[config.mk]
export PLATFORM = sky130hd
export DESIGN_NAME = opb_register_simulink2ppc_fifo_flat
export DESIGN_NICKNAME = d
export VERILOG_FILES = /design/src/rtl/opb_register_simulink2ppc_fifo_pkg.sv /design/src/rtl/opb_register_simulink2ppc_fifo_if.sv /design/src/rtl/opb_register_simulink2ppc_fifo_s2p_fifo.sv /design/src/rtl/opb_register_simulink2ppc_fifo.sv /design/src/flat_wrapper.sv
export SDC_FILE = /design/constraint.sdc
export NUM_CORES = 1
export LEC_CHECK = 0
export ABC_AREA = 1
export BUFFER_PORTS_ARGS = -buffer_cell sky130_fd_sc_hd__buf_2
export CAP_MARGIN = 20
export CORE_ASPECT_RATIO = 0.8
export CORE_MARGIN = 2
export CORE_UTILIZATION = 29
export DETAILED_ROUTE_END_ITERATION = 10
export HOLD_SLACK_MARGIN = 0.08
export PLACE_DENSITY_LB_ADDON = 0.2
export SYNTH_ARGS = -nofsm -noshare
export SYNTH_HDL_FRONTEND = slang
export SYNTH_SLANG_ARGS = --single-unit
[constraint.sdc]
create_clock -name OPB_Clk -period 2.75 [get_ports OPB_Clk]
set_clock_uncertainty 0.2 [all_clocks]
set_input_delay 0.275 -clock OPB_Clk [delete_from_list [all_inputs] [get_ports OPB_Clk]]
set_output_delay 0.275 -clock OPB_Clk [all_outputs]
set_load 0.05 [all_outputs]
[src/rtl/opb_register_simulink2ppc_fifo_pkg.sv]
// Shared constants for the Simulink-to-PPC FIFO register block: register
// offsets, status bit positions and the status word packing helper.
package s2p_pkg;

  // Word offsets within the register window
  localparam logic [1:0] S2P_OFF_DATA   = 2'd0;
  localparam logic [1:0] S2P_OFF_STATUS = 2'd1;
  localparam logic [1:0] S2P_OFF_CTRL   = 2'd2;

  // Status word bit positions
  localparam int S2P_ST_EMPTY      = 0;
  localparam int S2P_ST_FULL       = 1;
  localparam int S2P_ST_OVF        = 2;
  localparam int S2P_ST_CNT_LSB    = 4;
  localparam int S2P_ST_OVFCNT_LSB = 16;

  // Control word bit positions
  localparam int S2P_CTRL_FLUSH   = 0;
  localparam int S2P_CTRL_CLR_OVF = 1;

  // Assemble the status word from its fields
  function automatic logic [31:0] s2p_status(input logic       empty,
                                             input logic       full,
                                             input logic       ovf,
                                             input logic [3:0] count,
                                             input logic [15:0] ovf_cnt);
    logic [31:0] st;
    st = 32'h0000_0000;
    st[S2P_ST_EMPTY] = empty;
    st[S2P_ST_FULL]  = full;
    st[S2P_ST_OVF]   = ovf;
    st[S2P_ST_CNT_LSB +: 4]     = count;
    st[S2P_ST_OVFCNT_LSB +: 16] = ovf_cnt;
    return st;
  endfunction

endpackage

[src/rtl/opb_register_simulink2ppc_fifo_if.sv]
// OPB slave-side signal bundle. Buses keep the big-endian [0:n] numbering of
// the OPB, so bit 0 is the most significant bit.
interface opb_register_simulink2ppc_fifo_if;
  logic [0:31] OPB_ABus;
  logic [0:3]  OPB_BE;
  logic [0:31] OPB_DBus;
  logic        OPB_RNW;
  logic        OPB_select;
  logic        OPB_seqAddr;
  logic [0:31] Sl_DBus;
  logic        Sl_xferAck;
  logic        Sl_errAck;
  logic        Sl_retry;
  logic        Sl_toutSup;

  modport master (
    output OPB_ABus, OPB_BE, OPB_DBus, OPB_RNW, OPB_select, OPB_seqAddr,
    input  Sl_DBus, Sl_xferAck, Sl_errAck, Sl_retry, Sl_toutSup
  );

  modport slave (
    input  OPB_ABus, OPB_BE, OPB_DBus, OPB_RNW, OPB_select, OPB_seqAddr,
    output Sl_DBus, Sl_xferAck, Sl_errAck, Sl_retry, Sl_toutSup
  );
endinterface

[src/rtl/opb_register_simulink2ppc_fifo_s2p_fifo.sv]
// Circular word FIFO: storage, read/write pointers and exact occupancy count.
// A push into a full FIFO is accepted only when a pop happens on the same
// edge; flush empties the FIFO and discards any same-edge push or pop.
module s2p_fifo #(
  parameter  int DEPTH = 8,
  parameter  int WIDTH = 32,
  localparam int PW    = (DEPTH > 1) ? $clog2(DEPTH) : 1,
  localparam int CW    = $clog2(DEPTH) + 1
) (
  input  logic             clk,
  input  logic             rst_n,
  input  logic             push_i,
  input  logic [WIDTH-1:0] data_i,
  input  logic             pop_i,
  input  logic             flush_i,
  output logic [WIDTH-1:0] data_o,
  output logic             full_o,
  output logic             empty_o,
  output logic [CW-1:0]    count_o
);

  logic [WIDTH-1:0] mem_q [DEPTH];
  logic [PW-1:0]    wr_ptr_q, wr_ptr_d;
  logic [PW-1:0]    rd_ptr_q, rd_ptr_d;
  logic [CW-1:0]    count_q, count_d;
  logic             push_ok_s, pop_ok_s;

  assign full_o    = (count_q == CW'(DEPTH));
  assign empty_o   = (count_q == {CW{1'b0}});
  assign count_o   = count_q;
  assign data_o    = mem_q[rd_ptr_q];
  assign pop_ok_s  = pop_i && !empty_o && !flush_i;
  assign push_ok_s = push_i && !flush_i && (!full_o || pop_ok_s);

  // Next pointers and occupancy; power-of-two depth gives modulo wrap
  always_comb begin
    wr_ptr_d = wr_ptr_q;
    rd_ptr_d = rd_ptr_q;
    count_d  = count_q;
    if (flush_i) begin
      wr_ptr_d = {PW{1'b0}};
      rd_ptr_d = {PW{1'b0}};
      count_d  = {CW{1'b0}};
    end else begin
      if (push_ok_s) begin
        wr_ptr_d = wr_ptr_q + PW'(1'b1);
      end else begin
        wr_ptr_d = wr_ptr_q;
      end
      if (pop_ok_s) begin
        rd_ptr_d = rd_ptr_q + PW'(1'b1);
      end else begin
        rd_ptr_d = rd_ptr_q;
      end
      case ({push_ok_s, pop_ok_s})
        2'b10:   count_d = count_q + CW'(1'b1);
        2'b01:   count_d = count_q - CW'(1'b1);
        default: count_d = count_q;
      endcase
    end
  end

  // Pointer and count state
  always_ff @(posedge clk or negedge rst_n) begin
    if (!rst_n) begin
      wr_ptr_q <= {PW{1'b0}};
      rd_ptr_q <= {PW{1'b0}};
      count_q  <= {CW{1'b0}};
    end else begin
      wr_ptr_q <= wr_ptr_d;
      rd_ptr_q <= rd_ptr_d;
      count_q  <= count_d;
    end
  end

  // Storage array, written at the tail on an accepted push
  always_ff @(posedge clk or negedge rst_n) begin
    if (!rst_n) begin
      for (int i = 0; i < DEPTH; i++) begin
        mem_q[i] <= {WIDTH{1'b0}};
      end
    end else if (push_ok_s) begin
      mem_q[wr_ptr_q] <= data_i;
    end else begin
      mem_q[wr_ptr_q] <= mem_q[wr_ptr_q];
    end
  end

endmodule

[src/rtl/opb_register_simulink2ppc_fifo.sv]
// OPB register slave that hands words from user (Simulink) logic to the PPC
// through a FIFO. Offset 0 pops data, offset 1 is status, offset 2 controls
// flush / overflow clear. Optional feature macro: S2P_OVF_CNT_EN builds a
// saturating 16-bit dropped-word counter reported in status[31:16].
module opb_register_simulink2ppc_fifo
  import s2p_pkg::*;
#(
  parameter logic [31:0] C_BASEADDR   = 32'h0108_E000,
  parameter logic [31:0] C_HIGHADDR   = 32'h0108_E0FF,
  parameter int          C_OPB_AWIDTH = 32,
  parameter int          C_OPB_DWIDTH = 32,
  parameter string       C_FAMILY     = "virtex5",
  parameter int          FIFO_DEPTH   = 8
) (
  input  logic                            OPB_Clk,
  input  logic                            OPB_Rst_n,
  opb_register_simulink2ppc_fifo_if.slave opb,
  input  logic [31:0]                     user_data_in,
  input  logic                            user_data_valid,
  output logic                            user_ready
);

  localparam int CW = $clog2(FIFO_DEPTH) + 1;

  logic [1:0]              rst_sync_q;
  logic                    bus_en_s;
  logic [C_OPB_AWIDTH-1:0] addr_s;
  logic [C_OPB_DWIDTH-1:0] wdata_s;
  logic [1:0]              off_s;
  logic                    hit_s;

  logic        ack_q, ack_d;
  logic [31:0] rdata_q, rdata_d;
  logic        pop_pend_q, pop_pend_d;
  logic        flush_pend_q, flush_pend_d;
  logic        clr_pend_q, clr_pend_d;

  logic          pop_s, flush_s, clr_s, ovf_evt_s;
  logic          ovf_q, ovf_d;
  logic [15:0]   ovf_cnt_s;
  logic [31:0]   head_s;
  logic          full_s, empty_s;
  logic [CW-1:0] count_s;
  logic [31:0]   status_s;

  // Release of reset is re-timed so the bus side wakes up two edges late
  always_ff @(posedge OPB_Clk or negedge OPB_Rst_n) begin
    if (!OPB_Rst_n) begin
      rst_sync_q <= 2'b00;
    end else begin
      rst_sync_q <= {rst_sync_q[0], 1'b1};
    end
  end
  assign bus_en_s = rst_sync_q[1];

  // Address decode; the ack cycle itself never accepts a new hit
  assign addr_s  = opb.OPB_ABus;
  assign wdata_s = opb.OPB_DBus;
  assign off_s   = opb.OPB_ABus[28:29];
  assign hit_s   = opb.OPB_select && bus_en_s && !ack_q &&
                   (addr_s >= C_BASEADDR) && (addr_s <= C_HIGHADDR);

  assign status_s = s2p_status(empty_s, full_s, ovf_q, 4'(count_s), ovf_cnt_s);

  // Transfer decode: read data and deferred side effects are captured on the hit
  always_comb begin
    ack_d        = 1'b0;
    rdata_d      = 32'h0000_0000;
    pop_pend_d   = 1'b0;
    flush_pend_d = 1'b0;
    clr_pend_d   = 1'b0;
    if (hit_s) begin
      ack_d = 1'b1;
      if (opb.OPB_RNW) begin
        case (off_s)
          S2P_OFF_DATA: begin
            if (!empty_s) begin
              rdata_d    = head_s;
              pop_pend_d = 1'b1;
            end else begin
              rdata_d    = 32'h0000_0000;
              pop_pend_d = 1'b0;
            end
          end
          S2P_OFF_STATUS: rdata_d = status_s;
          default:        rdata_d = 32'h0000_0000;
        endcase
      end else if ((off_s == S2P_OFF_CTRL) && opb.OPB_BE[3]) begin
        flush_pend_d = wdata_s[S2P_CTRL_FLUSH];
        clr_pend_d   = wdata_s[S2P_CTRL_CLR_OVF];
      end else begin
        flush_pend_d = 1'b0;
        clr_pend_d   = 1'b0;
      end
    end else begin
      ack_d = 1'b0;
    end
  end

  // Bus response registers; reset abandons any transfer in flight
  always_ff @(posedge OPB_Clk or negedge OPB_Rst_n) begin
    if (!OPB_Rst_n) begin
      ack_q        <= 1'b0;
      rdata_q      <= 32'h0000_0000;
      pop_pend_q   <= 1'b0;
      flush_pend_q <= 1'b0;
      clr_pend_q   <= 1'b0;
    end else begin
      ack_q        <= ack_d;
      rdata_q      <= rdata_d;
      pop_pend_q   <= pop_pend_d;
      flush_pend_q <= flush_pend_d;
      clr_pend_q   <= clr_pend_d;
    end
  end

  // Side effects take place on the edge that ends the ack cycle
  assign pop_s     = ack_q && pop_pend_q;
  assign flush_s   = ack_q && flush_pend_q;
  assign clr_s     = ack_q && clr_pend_q;
  assign ovf_evt_s = user_data_valid && full_s && !pop_s && !flush_s;

  // Sticky overflow flag next state
  always_comb begin
    ovf_d = ovf_q;
    if (clr_s) begin
      ovf_d = 1'b0;
    end else if (ovf_evt_s) begin
      ovf_d = 1'b1;
    end else begin
      ovf_d = ovf_q;
    end
  end

  // Sticky overflow flag
  always_ff @(posedge OPB_Clk or negedge OPB_Rst_n) begin
    if (!OPB_Rst_n) begin
      ovf_q <= 1'b0;
    end else begin
      ovf_q <= ovf_d;
    end
  end

`ifdef S2P_OVF_CNT_EN
  logic [15:0] ovf_cnt_q, ovf_cnt_d;

  // Dropped-word counter next state, saturating at all ones
  always_comb begin
    ovf_cnt_d = ovf_cnt_q;
    if (clr_s) begin
      ovf_cnt_d = 16'h0000;
    end else if (ovf_evt_s && (ovf_cnt_q != 16'hFFFF)) begin
      ovf_cnt_d = ovf_cnt_q + 16'h0001;
    end else begin
      ovf_cnt_d = ovf_cnt_q;
    end
  end

  // Dropped-word counter
  always_ff @(posedge OPB_Clk or negedge OPB_Rst_n) begin
    if (!OPB_Rst_n) begin
      ovf_cnt_q <= 16'h0000;
    end else begin
      ovf_cnt_q <= ovf_cnt_d;
    end
  end

  assign ovf_cnt_s = ovf_cnt_q;
`else
  assign ovf_cnt_s = 16'h0000;
`endif

  s2p_fifo #(
    .DEPTH (FIFO_DEPTH),
    .WIDTH (32)
  ) u_fifo (
    .clk     (OPB_Clk),
    .rst_n   (OPB_Rst_n),
    .push_i  (user_data_valid),
    .data_i  (user_data_in),
    .pop_i   (pop_s),
    .flush_i (flush_s),
    .data_o  (head_s),
    .full_o  (full_s),
    .empty_o (empty_s),
    .count_o (count_s)
  );

  assign user_ready     = !full_s;
  assign opb.Sl_DBus    = rdata_q;
  assign opb.Sl_xferAck = ack_q;
  assign opb.Sl_errAck  = 1'b0;
  assign opb.Sl_retry   = 1'b0;
  assign opb.Sl_toutSup = 1'b0;

endmodule

[src/flat_wrapper.sv]
// flat-port wrapper written by rule: the top's interface ports become plain ports
module opb_register_simulink2ppc_fifo_flat import s2p_pkg::*;
#(
  parameter logic [31:0] C_BASEADDR   = 32'h0108_E000,
  parameter logic [31:0] C_HIGHADDR   = 32'h0108_E0FF,
  parameter int          C_OPB_AWIDTH = 32,
  parameter int          C_OPB_DWIDTH = 32,
  parameter string       C_FAMILY     = "       ",
  parameter int          FIFO_DEPTH   = 8
)
  (OPB_Clk, OPB_Rst_n, user_data_in, user_data_valid, user_ready, opb_OPB_ABus, opb_OPB_BE, opb_OPB_DBus, opb_OPB_RNW, opb_OPB_select, opb_OPB_seqAddr, opb_Sl_DBus, opb_Sl_xferAck, opb_Sl_errAck, opb_Sl_retry, opb_Sl_toutSup);
  opb_register_simulink2ppc_fifo_if opb_i ();
  input  logic OPB_Clk;
  input  logic OPB_Rst_n;
  input  logic [31:0] user_data_in;
  input  logic user_data_valid;
  output logic user_ready;
  input wire logic [$bits(opb_i.OPB_ABus)-1:0] opb_OPB_ABus;
  input wire logic [$bits(opb_i.OPB_BE)-1:0] opb_OPB_BE;
  input wire logic [$bits(opb_i.OPB_DBus)-1:0] opb_OPB_DBus;
  input wire logic [$bits(opb_i.OPB_RNW)-1:0] opb_OPB_RNW;
  input wire logic [$bits(opb_i.OPB_select)-1:0] opb_OPB_select;
  input wire logic [$bits(opb_i.OPB_seqAddr)-1:0] opb_OPB_seqAddr;
  output wire logic [$bits(opb_i.Sl_DBus)-1:0] opb_Sl_DBus;
  output wire logic [$bits(opb_i.Sl_xferAck)-1:0] opb_Sl_xferAck;
  output wire logic [$bits(opb_i.Sl_errAck)-1:0] opb_Sl_errAck;
  output wire logic [$bits(opb_i.Sl_retry)-1:0] opb_Sl_retry;
  output wire logic [$bits(opb_i.Sl_toutSup)-1:0] opb_Sl_toutSup;
  assign opb_i.OPB_ABus = opb_OPB_ABus;
  assign opb_i.OPB_BE = opb_OPB_BE;
  assign opb_i.OPB_DBus = opb_OPB_DBus;
  assign opb_i.OPB_RNW = opb_OPB_RNW;
  assign opb_i.OPB_select = opb_OPB_select;
  assign opb_i.OPB_seqAddr = opb_OPB_seqAddr;
  assign opb_Sl_DBus = opb_i.Sl_DBus;
  assign opb_Sl_xferAck = opb_i.Sl_xferAck;
  assign opb_Sl_errAck = opb_i.Sl_errAck;
  assign opb_Sl_retry = opb_i.Sl_retry;
  assign opb_Sl_toutSup = opb_i.Sl_toutSup;
  opb_register_simulink2ppc_fifo #(.C_BASEADDR(C_BASEADDR), .C_HIGHADDR(C_HIGHADDR), .C_OPB_AWIDTH(C_OPB_AWIDTH), .C_OPB_DWIDTH(C_OPB_DWIDTH), .C_FAMILY(C_FAMILY), .FIFO_DEPTH(FIFO_DEPTH)) u_core (.OPB_Clk(OPB_Clk), .OPB_Rst_n(OPB_Rst_n), .opb(opb_i), .user_data_in(user_data_in), .user_data_valid(user_data_valid), .user_ready(user_ready));
endmodule
Word-level counts from Yosys, hierarchy flattened --
Cells that the tools add are included.
Word-level totals: register bits after elaboration 305, output and inout bits 37, logic and storage cells 96, bits of input ports 106, latch bits 0, memory bits (read-only) 0, bits in writable memories 0, memories kept 0
Cells by class: bitwise logic cells 2, shifts and indexed selects 0, magnitude comparators 5, muxes and demuxes 34, equality and inequality tests 5, $add $sub $neg 4, divide/modulo/power cells 0, multiply operators 0, reduce and logical (&&, ||, !) cells 28
Operators by type and width (number):
- $bwmux W256 | 2
- $mux W256 | 1
- $mux W32 | 8
- $bmux W32 S3 | 2
- $demux W32 S3 | 1
- $pmux W32 S2 | 1
- $ge A32 B25 Y1 const B | 1
- $le A32 B25 Y1 const B | 1
- $logic_and A1 B1 Y1 | 16
- $mux W1 | 13
- $mux W3 | 4
- $ge A4 B4 Y1 const B | 2
- $not A3 Y4 | 2
- $pmux W4 S2 | 1
- $add A3 B1 Y3 const B | 2
- $reduce_bool A2 Y1 | 3
- $logic_not A1 Y1 | 5
- $add A4 B1 Y4 const B | 1
- $eq A2 B1 Y1 const B | 2
- $eq A2 B2 Y1 const B | 2
- $eq A4 B4 Y1 const B | 1
- $logic_not A4 Y1 | 1
- $lt A4 B1 Y1 const B | 1
- $mux W4 | 1
- other kinds (4) | 4

Depth between registers and ports, before layout --
word-level depth 9, mapped depth 14, mapped depth without buffers 13

Hierarchy --
From an unflattened synthesis, not the netlist that was laid out.
Second synthesis, totals: cell total of the unflattened synthesis 2126, area, all modules 16668.5 sq um
Modules (own cells, without submodules):
- s2p_fifo | cells each 1948, instances 1, area each 14970.6 sq um
- opb_register_simulink2ppc_fifo | cells each 178, instances 1, area each 1697.9 sq um

Worst setup path after synthesis --
OpenSTA, ideal clock, no wires.
path type register -> register, start point reg u_core.ack_q, in the netlist u_core.opb.Sl_xferAck, end point reg u_core.u_fifo.count_q[3], in the netlist u_core.u_fifo.count_o[3], setup slack 0.141 ns, stages on the path, launching flop included 14, data arrival time 2.282 ns, clock period less this slack 2.609 ns, cell sequence dfrtp_1 > nand2_1 > inv_1 > nand3_2 > nand2_4 > nand2_4 > buf_2 > ha_1 > ha_1 > nand3_1 > nand2_1 > inv_1 > a21oi_1 > o21ai_0
Between the ends: word-level cells in the longest chain between the ends 8, elaborated cells between the ends (all ways) 13, classes of those cells 2 x eq/ne; 2 x mux; 9 x reduce/logical
Ends and longest elaborated chain:
- start: declaration | RTL line opb_register_simulink2ppc_fifo.sv:32 | logic ack_q, ack_d;
- start signal: assignment | RTL line opb_register_simulink2ppc_fifo.sv:109 | ack_q <= ack_d;
- $logic_and A1 B1 Y1 (on tied branches) | RTL line opb_register_simulink2ppc_fifo.sv:118, opb_register_simulink2ppc_fifo.sv:119
- $logic_and A1 B1 Y1 / $logic_not A1 Y1 (equally long branches) | RTL line opb_register_simulink2ppc_fifo_s2p_fifo.sv:32, opb_register_simulink2ppc_fifo_s2p_fifo.sv:33
- $logic_and A1 B1 Y1 | RTL line opb_register_simulink2ppc_fifo_s2p_fifo.sv:32 | assign pop_ok_s = pop_i && !empty_o && !flush_i;
- $logic_or A1 B1 Y1 | RTL line opb_register_simulink2ppc_fifo_s2p_fifo.sv:33 | assign push_ok_s = push_i && !flush_i && (!full_o || pop_ok_s);
- $logic_and A1 B1 Y1 | RTL line opb_register_simulink2ppc_fifo_s2p_fifo.sv:33
- $eq A2 B1 Y1 / $eq A2 B2 Y1 (equally long branches) | RTL line opb_register_simulink2ppc_fifo_s2p_fifo.sv:55 | case ({push_ok_s, pop_ok_s})
- $pmux W4 S2 | RTL line opb_register_simulink2ppc_fifo_s2p_fifo.sv:55
- $mux W4 | RTL line opb_register_simulink2ppc_fifo_s2p_fifo.sv:40 | if (flush_i) begin
- end signal: assignment | RTL line opb_register_simulink2ppc_fifo_s2p_fifo.sv:68 | count_q <= {CW{1'b0}};
- end signal: assignment | RTL line opb_register_simulink2ppc_fifo_s2p_fifo.sv:72 | count_q <= count_d;
- end: declaration | RTL line opb_register_simulink2ppc_fifo_s2p_fifo.sv:25 | logic [CW-1:0] count_q, count_d;
Several ways; a longest one is shown, not always the timed one. A chain may end at the register's enable or synchronous reset.

Final worst setup path --
start point reg u_core.u_fifo.rd_ptr_q[2], end point reg u_core.rdata_q[0], in the netlist u_core.opb.Sl_DBus[31]
Between the ends: word-level cells in the longest chain between the ends 8
Ends and longest elaborated chain:
- start: declaration | RTL line opb_register_simulink2ppc_fifo_s2p_fifo.sv:24 | logic [PW-1:0] rd_ptr_q, rd_ptr_d;
- start signal: assignment | RTL line opb_register_simulink2ppc_fifo_s2p_fifo.sv:67 | rd_ptr_q <= {PW{1'b0}};
- start signal: assignment | RTL line opb_register_simulink2ppc_fifo_s2p_fifo.sv:71 | rd_ptr_q <= rd_ptr_d;
- $not A3 Y4 (not written as such) | RTL line opb_register_simulink2ppc_fifo_s2p_fifo.sv:31 | assign data_o = mem_q[rd_ptr_q];
- $bmux W32 S3 | RTL line opb_register_simulink2ppc_fifo_s2p_fifo.sv:31
- $mux W32 (not written as such) (2 in a row) | RTL line opb_register_simulink2ppc_fifo_s2p_fifo.sv:31
- $mux W32 | RTL line opb_register_simulink2ppc_fifo.sv:77 | if (!empty_s) begin
- $pmux W32 S2 | RTL line opb_register_simulink2ppc_fifo.sv:75 | case (off_s)
- $mux W32 | RTL line opb_register_simulink2ppc_fifo.sv:74 | if (opb.OPB_RNW) begin
- $mux W32 | RTL line opb_register_simulink2ppc_fifo.sv:72 | if (hit_s) begin
- net u_core.rdata_d[0] | RTL line opb_register_simulink2ppc_fifo.sv:33 | logic [31:0] rdata_q, rdata_d;
- end signal: assignment | RTL line opb_register_simulink2ppc_fifo.sv:110 | rdata_q <= rdata_d;
- end: declaration | RTL line opb_register_simulink2ppc_fifo.sv:33
The timed path passes the listed nets, and every way through them passes these cells. The select of a mux whose other input is x is not followed.

==> flow_metrics.tcl <==
set metrics [dict create \
    status "completed" \
    slew_violations 0 \
    crit_top_cell "nand3_1" \
    cp.arrival_ns 2.93 \
    drive_gt1_frac 0.0909 \
    gp_congestion 0.776 \
    synthCells 2731 \
    max_clock_freq_mhz 381 \
    syn_area_per_cell_um2 6.79 \
    drt_iter0_markers 1653 \
    multiInputGateArea_um2 8560 \
    routed_wl_mm 66.3 \
    synth.cell_area_um2 18500 \
    cts.sinks 305 \
    grt_pass1_vias 18100 \
    firstDrtPassIters 5 \
    yosysTopAreaCellShare 0.411 \
    fin_tns_setup_ns 0 \
    dieArea_um2 66000 \
    cp-start-kind "flip-flop" \
    slowest_stage "dlygate4sd3_1" \
    crit_family "buffers and inverters" \
    grt_antenna_before_repair 1 \
    cts.clk_slew.worst_paths_ns 0.06 \
    worst-path-buf-inv 3 \
    cts_setup_buffers 0 \
    grt_usage 0.199 \
    setup_viol 0 \
    initial_core_util 0.294 \
    layout_commonest_cell "nand2_1" \
    critical-path-max-stage-delay_ns 0.54 \
    boundaryPins 143 \
    p_leak_uw 0.0105 \
    cts_tree "done" \
    place_area_um2 19700 \
    p_per_area_nw_per_um2 973 \
    yosysWarningCount 0 \
    clk_latency_ns 0.57 \
    ys_seq_area_frac 0.411 \
    yosys-top-cells-area "dfrtp_1 41%, nand2_1 15%, nand4_1 8.7%, nand3_1 8.6%, inv_1 6.4%" \
    fp.dieH_um 230 \
    cap_violations 0 \
    crit_fanout 17 \
    hold_path.class "primary input to flip-flop" \
    die_width_um 287 \
    min_from "opb_OPB_ABus[18]" \
    via_per_inst 5.12 \
    period_needed_ns 2.62 \
    clk_path_buf_depth 3 \
    timing.hold.ws_ns 0.0555 \
    drtAntennaViolNets 0 \
    coreArea_um2 63000 \
    synth_top_area_cell "dfrtp_1" \
    utilization 0.341 \
    slew_headroom 0.316 \
    final_cell_area_um2 21500 \
    fillers 6606 \
    crit_chain "clkinv_1 -> buf_12 -> nand3_1 -> nand3_1 -> nand2_1 -> nor2b_1 -> dlygate4sd3_1" \
    rr_startpoint "u_core.u_fifo.rd_ptr_q[2]" \
    tightest_slew_ns 1.03 \
    final_cell_mix "730 x nand2_1, 314 x nand3_1, 313 x inv_1" \
    numCtsBuffers 40 \
    hold_viol 0 \
    regArea_um2 7640 \
    rsz0062_at_grt "no" \
    worstSetupPathType "flip-flop to flip-flop" \
    grt_start_max_net_pins 174 \
    hpwlAfterDp_mm 36.8 \
    min_period_over_period 0.954 \
    synth_seq_cells 305 \
    grt_pass1_wl_mm 104 \
    num_rows 82 \
    cp-startpoint "u_core.u_fifo.rd_ptr_q[2]" \
    vias 18400 \
    io_buffers 99 \
    end_kind "flip-flop" \
    area_growth_syn_to_layout_pct 15.7 \
    critPathRequiredTime_ns 3.06 \
    clock-root-buffer "clkbuf_16" \
    gr-total-overflow 0 \
    max-vdd-ir-drop_uv 554 \
    drc 0 \
    final_nets 2849 \
    yosysUniqueCellTypes 30 \
    wl_per_cell_um 18.4 \
    cts_max_level 2 \
]
## worst paths after layout
check / end / slack [ns] / cells after the start
setup reg to reg: u_core.opb.Sl_DBus[31] / 0.13 / 7
hold reg to reg: u_core.rst_sync_q[1] / 0.15 / 0
max in group asynchronous: u_core.u_fifo.mem_q[180] / 1.72 / 3
hold / removal: u_core.opb.Sl_DBus[27] / 0.06 / 8
setup / recovery: u_core.opb.Sl_DBus[31] / 0.13 / 7
min in group asynchronous: u_core.opb.Sl_DBus[0] / 0.15 / 3
## flip-flops by register name, indices dropped and copies added, names as in the netlist
name	flops
u_core.u_fifo.mem_q	256
u_core.opb.Sl_DBus	32
u_core.u_fifo.count_o	4
u_core.u_fifo.rd_ptr_q	3
u_core.u_fifo.wr_ptr_q	3
u_core.rst_sync_q	2
u_core.clr_pend_q	1
u_core.flush_pend_q	1
u_core.opb.Sl_xferAck	1
u_core.ovf_q	1
u_core.pop_pend_q	1
## stage by stage
| step | instances | setup WS (ns) | power, µW |
|---|---|---|---|
| 3_3_place_gp | 3486 | 0.279 | 15300 |
| 5_1_grt | 3601 | 0.0667 | 22500 |
| 4_1_cts | 3600 | 0.0925 | 21000 |
| 2_1_floorplan | 2733 | 0.141 | 13100 |
| 3_5_place_dp | 3486 | 0.265 | 15600 |
| 6_report | 3601 | 0.127 | 20900 |
## cell usage after synthesis, drive strengths merged
master / number
nand2: 733
nand3: 322
inv: 321
dfrtp: 305
nor2: 304
nand4: 257
buf: 141
o21ai: 110
clkbuf: 108
a21oi: 104
nor2b: 7
ha: 6
nor3: 4
xor2: 3
conb: 2
a22o: 1
a31oi: 1
clkinv: 1
xnor2: 1
## area by class of cell
class	instances	area share
Antenna cell	1	0.000117
Clock buffer	55	0.0540
Clock inverter	10	0.00466
Inverter	322	0.0564
Multi-Input combinational cell	1857	0.399
Sequential cell	305	0.356
Tap cell	840	0.0490
Timing Repair Buffer	211	0.0811
## power breakdown
part | leakage [µW] | internal [µW] | switching, µW
sequential | 0.00384 | 6360 | 1170
clock | 0.000629 | 3100 | 2120
combinational | 0.00601 | 2710 | 5430
## layer usage
metal	routed length [µm]	vias to the layer above	part of all wire	global-route usage
li1	-	8784	-	-
met1	31200	9076	0.47	0.277
met2	30100	502	0.45	0.324
met3	3500	87	0.053	0.0270
met4	1520	0	0.023	0.0565
met5	0	-	0	0
## what timing repair did
item	4_1_cts	5_1_grt
gates resized for setup	0	2
hold buffers	49	0
endpoints found under the setup margin	0	2
endpoints found under the hold margin	573	0
## tightest hold or removal path, cell delays in order
cell and delay [ns]:
buf_2 0.07, nor2_1 0.04, nand2_1 0.05, nor2_1 0.03, nand2_1 0.06, nor2_2 0.06, nand3_2 0.12, nor2b_1 0.06
## cells by family after synthesis
family	Yosys count	synth area share
adder cells (fa/ha/maj)	6	0.00405
AO/OA/AOI/OAI	216	0.0586
flip-flops	305	0.411
buffers and inverters	571	0.131
other	2	0.000405
AND/OR/NAND/NOR	1627	0.393
XOR/XNOR	4	0.00189
Power figures use the tool's default switching activity.
